[src/rtl/p17_pkg.sv]
// Shared types and constants for the Euler-17 result printer.
package p17_pkg;

    typedef enum logic [2:0] {
        IDLE    = 3'd0,
        CONVERT = 3'd1,
        SKIP    = 3'd2,
        SEND    = 3'd3,
        NL      = 3'd4,
        FIN     = 3'd5
    } p17_state_e;

    localparam logic [7:0] ASCII_ZERO = 8'h30;
    localparam logic [7:0] ASCII_LF   = 8'h0A;

    // Smallest number of decimal digits able to hold 2**width-1.
    function automatic int min_digits(input int width);
        longint unsigned max_val;
        longint unsigned pow10;
        int              d;
        max_val = (64'd1 << width) - 64'd1;
        pow10   = 64'd1;
        d       = 0;
        for (int i = 0; i < 20; i++) begin
            if (pow10 <= max_val) begin
                pow10 = pow10 * 64'd10;
                d     = d + 1;
            end
        end
        return d;
    endfunction

endpackage

[src/rtl/bin2bcd_seq.sv]
// Sequential double-dabble: loads on start, then WIDTH add-3/shift steps.
// done is high during the final step, so bcd holds the result one edge later.
module bin2bcd_seq
    import p17_pkg::*;
#(
    parameter int WIDTH  = 16,
    parameter int DIGITS = 5
) (
    input  logic                  clk,
    input  logic                  reset,
    input  logic                  start,
    input  logic [WIDTH-1:0]      bin,
    output logic                  busy,
    output logic                  done,
    output logic [4*DIGITS-1:0]   bcd
);

    localparam int CNT_W = $clog2(WIDTH + 1);

    if (DIGITS < min_digits(WIDTH)) begin : g_digits_check
        $error("bin2bcd_seq: DIGITS too small to hold 2**WIDTH-1");
    end

    logic [WIDTH-1:0]    shift;
    logic [CNT_W-1:0]    cnt;
    logic [4*DIGITS-1:0] bcd_adj;

    // Add 3 to every nibble that is 5 or more (4-bit add, no carry out).
    always_comb begin
        bcd_adj = bcd;
        for (int d = 0; d < DIGITS; d++) begin
            if (bcd[4*d +: 4] >= 4'd5) begin
                bcd_adj[4*d +: 4] = bcd[4*d +: 4] + 4'd3;
            end
        end
    end

    // Load on start, then shift the adjusted {bcd, shift} left once per edge.
    always_ff @(posedge clk) begin
        if (reset) begin
            shift <= '0;
            bcd   <= '0;
            cnt   <= '0;
        end else if (start) begin
            shift <= bin;
            bcd   <= '0;
            cnt   <= CNT_W'(WIDTH);
        end else if (cnt != '0) begin
            {bcd, shift} <= {bcd_adj[4*DIGITS-2:0], shift, 1'b0};
            cnt          <= cnt - CNT_W'(1);
        end
    end

    assign busy = (cnt != '0);
    assign done = (cnt == CNT_W'(1));

endmodule

[src/rtl/p17_result_printer.sv]
// Prints the letter count as ASCII decimal (leading zeros suppressed, optional LF).
// Byte port: a byte moves on every edge where tx_valid && tx_ready; while tx_valid
// is high and tx_ready low, tx_data and tx_valid hold their values.
module p17_result_printer
    import p17_pkg::*;
#(
    parameter int WIDTH        = 16,
    parameter int DIGITS       = 5,
    parameter bit EMIT_NEWLINE = 1'b1
) (
    input  logic             clk,
    input  logic             reset,
    input  logic             done_in,
    input  logic [WIDTH-1:0] value_in,
    output logic [7:0]       tx_data,
    output logic             tx_valid,
    input  logic             tx_ready,
    output logic             busy,
    output logic             finished,
    output logic [2:0]       dbg_state
);

    localparam int IDX_W = (DIGITS > 1) ? $clog2(DIGITS) : 1;
    localparam logic [IDX_W-1:0] IDX_TOP = IDX_W'(DIGITS - 1);

    p17_state_e          state, state_nxt;
    logic [IDX_W-1:0]    idx, idx_nxt, idx_dec;
    logic [7:0]          tx_data_nxt;
    logic                tx_valid_nxt, busy_nxt, finished_nxt;
    logic                done_d;
    logic                trigger, accept;
    logic                conv_busy, conv_done;
    logic [4*DIGITS-1:0] bcd;
    logic [3:0]          nib, nib_dec;

    assign trigger   = done_in && !done_d && (state == IDLE || state == FIN);
    assign accept    = tx_valid && tx_ready;
    assign idx_dec   = idx - IDX_W'(1);
    assign nib       = bcd[{idx, 2'b00} +: 4];
    assign nib_dec   = bcd[{idx_dec, 2'b00} +: 4];
    assign dbg_state = state;

    bin2bcd_seq #(
        .WIDTH  (WIDTH),
        .DIGITS (DIGITS)
    ) u_bin2bcd (
        .clk   (clk),
        .reset (reset),
        .start (trigger),
        .bin   (value_in),
        .busy  (conv_busy),
        .done  (conv_done),
        .bcd   (bcd)
    );

    // Next state and next registered outputs.
    always_comb begin
        state_nxt    = state;
        idx_nxt      = idx;
        tx_data_nxt  = tx_data;
        tx_valid_nxt = tx_valid;
        busy_nxt     = busy;
        finished_nxt = finished;
        case (state)
            IDLE, FIN: begin
                if (trigger) begin
                    state_nxt    = CONVERT;
                    idx_nxt      = IDX_TOP;
                    tx_valid_nxt = 1'b0;
                    busy_nxt     = 1'b1;
                    finished_nxt = 1'b0;
                end
            end
            CONVERT: begin
                // The idle-converter test only guards against a stuck wait.
                if (conv_done || !conv_busy) begin
                    state_nxt = SKIP;
                end
            end
            SKIP: begin
                if (nib == 4'd0 && idx != '0) begin
                    idx_nxt = idx_dec;
                end else begin
                    state_nxt    = SEND;
                    tx_valid_nxt = 1'b1;
                    tx_data_nxt  = ASCII_ZERO + {4'h0, nib};
                end
            end
            SEND: begin
                if (accept) begin
                    if (idx != '0) begin
                        idx_nxt     = idx_dec;
                        tx_data_nxt = ASCII_ZERO + {4'h0, nib_dec};
                    end else if (EMIT_NEWLINE) begin
                        state_nxt   = NL;
                        tx_data_nxt = ASCII_LF;
                    end else begin
                        state_nxt    = FIN;
                        tx_valid_nxt = 1'b0;
                        busy_nxt     = 1'b0;
                        finished_nxt = 1'b1;
                    end
                end
            end
            NL: begin
                if (accept) begin
                    state_nxt    = FIN;
                    tx_valid_nxt = 1'b0;
                    busy_nxt     = 1'b0;
                    finished_nxt = 1'b1;
                end
            end
            default: begin
                state_nxt    = IDLE;
                tx_valid_nxt = 1'b0;
                busy_nxt     = 1'b0;
            end
        endcase
    end

    // State and output registers. done_d follows done_in even during reset so
    // a done level held across reset is not mistaken for a fresh rising edge.
    always_ff @(posedge clk) begin
        done_d <= done_in;
        if (reset) begin
            state    <= IDLE;
            idx      <= IDX_TOP;
            tx_data  <= 8'h00;
            tx_valid <= 1'b0;
            busy     <= 1'b0;
            finished <= 1'b0;
        end else begin
            state    <= state_nxt;
            idx      <= idx_nxt;
            tx_data  <= tx_data_nxt;
            tx_valid <= tx_valid_nxt;
            busy     <= busy_nxt;
            finished <= finished_nxt;
        end
    end

endmodule

[config.mk]
export PLATFORM = sky130hd
export DESIGN_NAME = p17_result_printer
export DESIGN_NICKNAME = d
export VERILOG_FILES = /design/src/rtl/p17_pkg.sv /design/src/rtl/bin2bcd_seq.sv /design/src/rtl/p17_result_printer.sv
export SDC_FILE = /design/constraint.sdc
export NUM_CORES = 1
export LEC_CHECK = 0
export CAP_MARGIN = 5
export CORE_MARGIN = 8
export CORE_UTILIZATION = 60
export CTS_BUF_LIST = sky130_fd_sc_hd__clkbuf_4 sky130_fd_sc_hd__clkbuf_8
export DETAILED_ROUTE_END_ITERATION = 7
export MAX_ROUTING_LAYER = met4
export PLACE_DENSITY_LB_ADDON = 0.12
export SLEW_MARGIN = 20
export SYNTH_ARGS = -nofsm -noshare
export SYNTH_HDL_FRONTEND = slang
export SYNTH_SLANG_ARGS = --single-unit
[constraint.sdc]
create_clock -name clk -period 4.4 [get_ports clk]
set_clock_uncertainty 0.05 [all_clocks]
set_input_delay 0.88 -clock clk [delete_from_list [all_inputs] [get_ports clk]]
set_output_delay 0.88 -clock clk [all_outputs]
set_load 0.01 [all_outputs]
==> flow_summary.json <==
{
  "area_growth_pct": 11.5,
  "wl_per_cell_um": 13.6,
  "use_met2": 0.285,
  "drive_above_1_share": 0.0532,
  "cts_num_sinks": 56,
  "cap_viol_max_count": 0,
  "antenna_found_initial": 0,
  "top_usage_layer": "met2",
  "routed_wl_um": 6850,
  "status": "finished clean",
  "cts_max_path_buffers": 2,
  "ys_types": 49,
  "synth_edf_count": 0,
  "vias": 2893,
  "use_met3": 0.0382,
  "h-tree-depth": 2,
  "yosys_warnings": 0,
  "initial_utilization": 0.607,
  "switching_share": 0.446,
  "post_cts_buffers": 0,
  "hold_viol": 0,
  "r2r_end": "tx_data[1]",
  "max_freq_mhz": 343,
  "worstSetupStartpoint": "done_in",
  "rows": 27,
  "syn_area_per_cell_um2": 7.74,
  "viasPerCell": 5.74,
  "tns_ns": 0,
  "portBuffers": 31,
  "grt_pass1_vias": 2665,
  "drtPass1Iterations": 6,
  "reg2reg_from": "idx[0]",
  "die_height_um": 89.7,
  "worstPathMaxFanout": 37,
  "start_kind": "input pin",
  "max-slew-margin-rel": 0.394,
  "core_um2": 5370,
  "use_met1": 0.212,
  "syn_area_um2": 3260,
  "grt_max_degree": 42,
  "antenna_cells": 0,
  "p_clk_frac": 0.147,
  "utilization": 0.676,
  "syn_inst": 421,
  "groute.usage.overall": 0.176,
  "io_pins": 34,
  "worst_hold_path_type": "flop to flop",
  "cts.hold.buffers_added": 0,
  "ant_nets": 0,
  "die_w_um": 89.7,
  "die_area_um2": 8050,
  "dpl.hpwl_um": 4790,
  "grt_pass1_wl_um": 12000,
  "numCtsBuffers": 5,
  "rsz0062_at_grt": "false",
  "overflow": 0,
  "cts_tree": "built",
  "gp_congestion": 0.862,
  "slew_viol_final": 0,
  "cellPowerDensity_nw_per_um2": 545,
  "fin_crit_sh": 0.662,
  "synth-seq-cells": 56,
  "layout_common_cells": "74 x nand2_1, 56 x dfxtp_1, 45 x nor2_1, 37 x a21oi_1, 31 x clkdlybuf4s50_1",
  "vdd_drop_max_uv": 299,
  "seq_power_share": 0.382,
  "end_kind": "flop",
  "layout_commonest_cell": "nand2_1",
  "nNetsFinal": 465,
  "synth_ff_type": "dfxtp_1",
  "drcViolationCount": 0,
  "crit_type": "input pin to flop",
  "fin_hold_ws_ns": 0.426,
  "p_leak_nw": 1.28,
  "cts_root_buffer": "clkbuf_8",
  "setup_viol": 0,
  "clkTransAtPathRegs_ns": 0.10,
  "cp-endpoint": "u_bin2bcd.cnt[0]",
  "cts_resized": 0,
  "switchingPower_w": 0.000883,
  "drt_iter0_markers": 221,
  "clk_latency_ns": 0.31,
  "p_comb_frac": 0.470,
  "timing.final.crit_period_ns": 2.91,
  "ys_async_sr_fraction": 0,
  "critical_path_required_ns": 4.53,
  "rrSetupSlack_ns": 1.68,
  "crit_arrival_ns": 3.04,
  "rr_worst_depth": 6,
  "yosysSeqAreaShare": 0.344,
  "tightest_slew_ns": 0.909,
  "p_int_w": 0.00110
}
cells in the mapped netlist, types with 2 or more instances:
cell type  count  area, um^2
a21o_1         2        15.0
o32ai_1        2        17.5
nor3b_1        4        30.0
a32oi_1        2        17.5
dfxtp_1       56        1120
nand3_1       11        55.1
a21oi_1       37         185
a311oi_1      17         149
nor3_1         6        30.0
xnor2_1        8        70.1
and2_1         3        18.8
a31oi_1        2        12.5
nor2_1        46         173
nand2_1       74         278
or4_1          2        15.0
ha_1          14         175
a22oi_1        2        15.0
inv_1         19        71.3
nand4_1        2        12.5
nand2b_1       9        56.3
mux4_2         6         135
buf_2          6        30.0
clkbuf_1      20        75.1
buf_4          4        30.0
nor2b_1        6        37.5
mux2i_1        8        80.1
nor4_1         2        12.5
a211oi_1       6        45.0
o21ai_0       24         120
buf_1          2        7.51
power groups by stage:
stage | Combinational (W) | Sequential (W) | Clock [W]
6_report | 0.000932 | 0.000758 | 0.000292
5_1_grt | 0.00105 | 0.000782 | 0.000315
4_1_cts | 0.000932 | 0.000756 | 0.000297
3_5_place_dp | 0.000928 | 0.000768 | 0
3_3_place_gp | 0.000910 | 0.000766 | 0
2_1_floorplan | 0.000784 | 0.000709 | 0
logic make-up (layout without fill, tap and decap cells):
logic type | after synthesis | after routing | synth area share
flip-flops | 56 | 56 | 0.344
adder cells (fa/ha/maj) | 14 | 14 | 0.0537
multiplexers | 15 | 15 | 0.0695
AND/OR/NAND/NOR | 171 | 171 | 0.234
AO/OA/AOI/OAI | 103 | 103 | 0.205
other | 1 | 2 | 0.00115
XOR/XNOR | 9 | 9 | 0.0242
buffers and inverters | 52 | 62 | 0.0691
metrics by stage:
step	std cells	cell area (um^2)	total power, W	setup slack [ns]
after global routing	504	3630	0.00215	1.34
after global placement	496	3540	0.00168	1.22
after floorplan	422	3260	0.00149	1.92
after detailed placement	496	3540	0.00170	1.17
after CTS	504	3630	0.00199	1.50
final	504	3630	0.00198	1.49
layout make-up:
type,count,area [um^2]
tap,72,90.1
fill,469,1740
clock buffer,5,68.8
timing repair buffer,35,340
inverter,19,71.3
sequential,56,1120
multi-input combinational,314,1920
clock inverter,3,22.5
worst min path at each step:
stage / end / startpoint / depth (start not counted)
after floorplan: u_bin2bcd.bcd[0] / u_bin2bcd.shift[15] / 2
after global placement: u_bin2bcd.shift[0] / u_bin2bcd.shift[0] / 2
after detailed placement: u_bin2bcd.bcd[0] / u_bin2bcd.shift[15] / 2
after CTS: u_bin2bcd.bcd[0] / u_bin2bcd.shift[15] / 2
after global routing: u_bin2bcd.shift[6] / u_bin2bcd.shift[6] / 2
final: u_bin2bcd.bcd[0] / u_bin2bcd.shift[15] / 2
metal layers:
layer / routed length, um / vias to the layer above
li1: - / 1480
met1: 3250 / 1353
met2: 3280 / 51
met3: 226 / 9
met4: 102 / 0
met5: 0 / -
state kept, by name (all words and copies together) (netlist names):
register	flops
done_d	1
dbg_state	3
u_bin2bcd.bcd	20
tx_valid	1
finished	1
busy	1
u_bin2bcd.cnt	5
idx	3
u_bin2bcd.shift	16
tx_data	5
worst max-delay path, stage by stage:
cell and delay, ns:
clkdlybuf4s50_1 0.48, nand2b_1 0.11, or4_1 0.49, buf_4 0.26, nand2b_1 0.69, nor2_1 0.11
(Power assumes the default switching activity.)
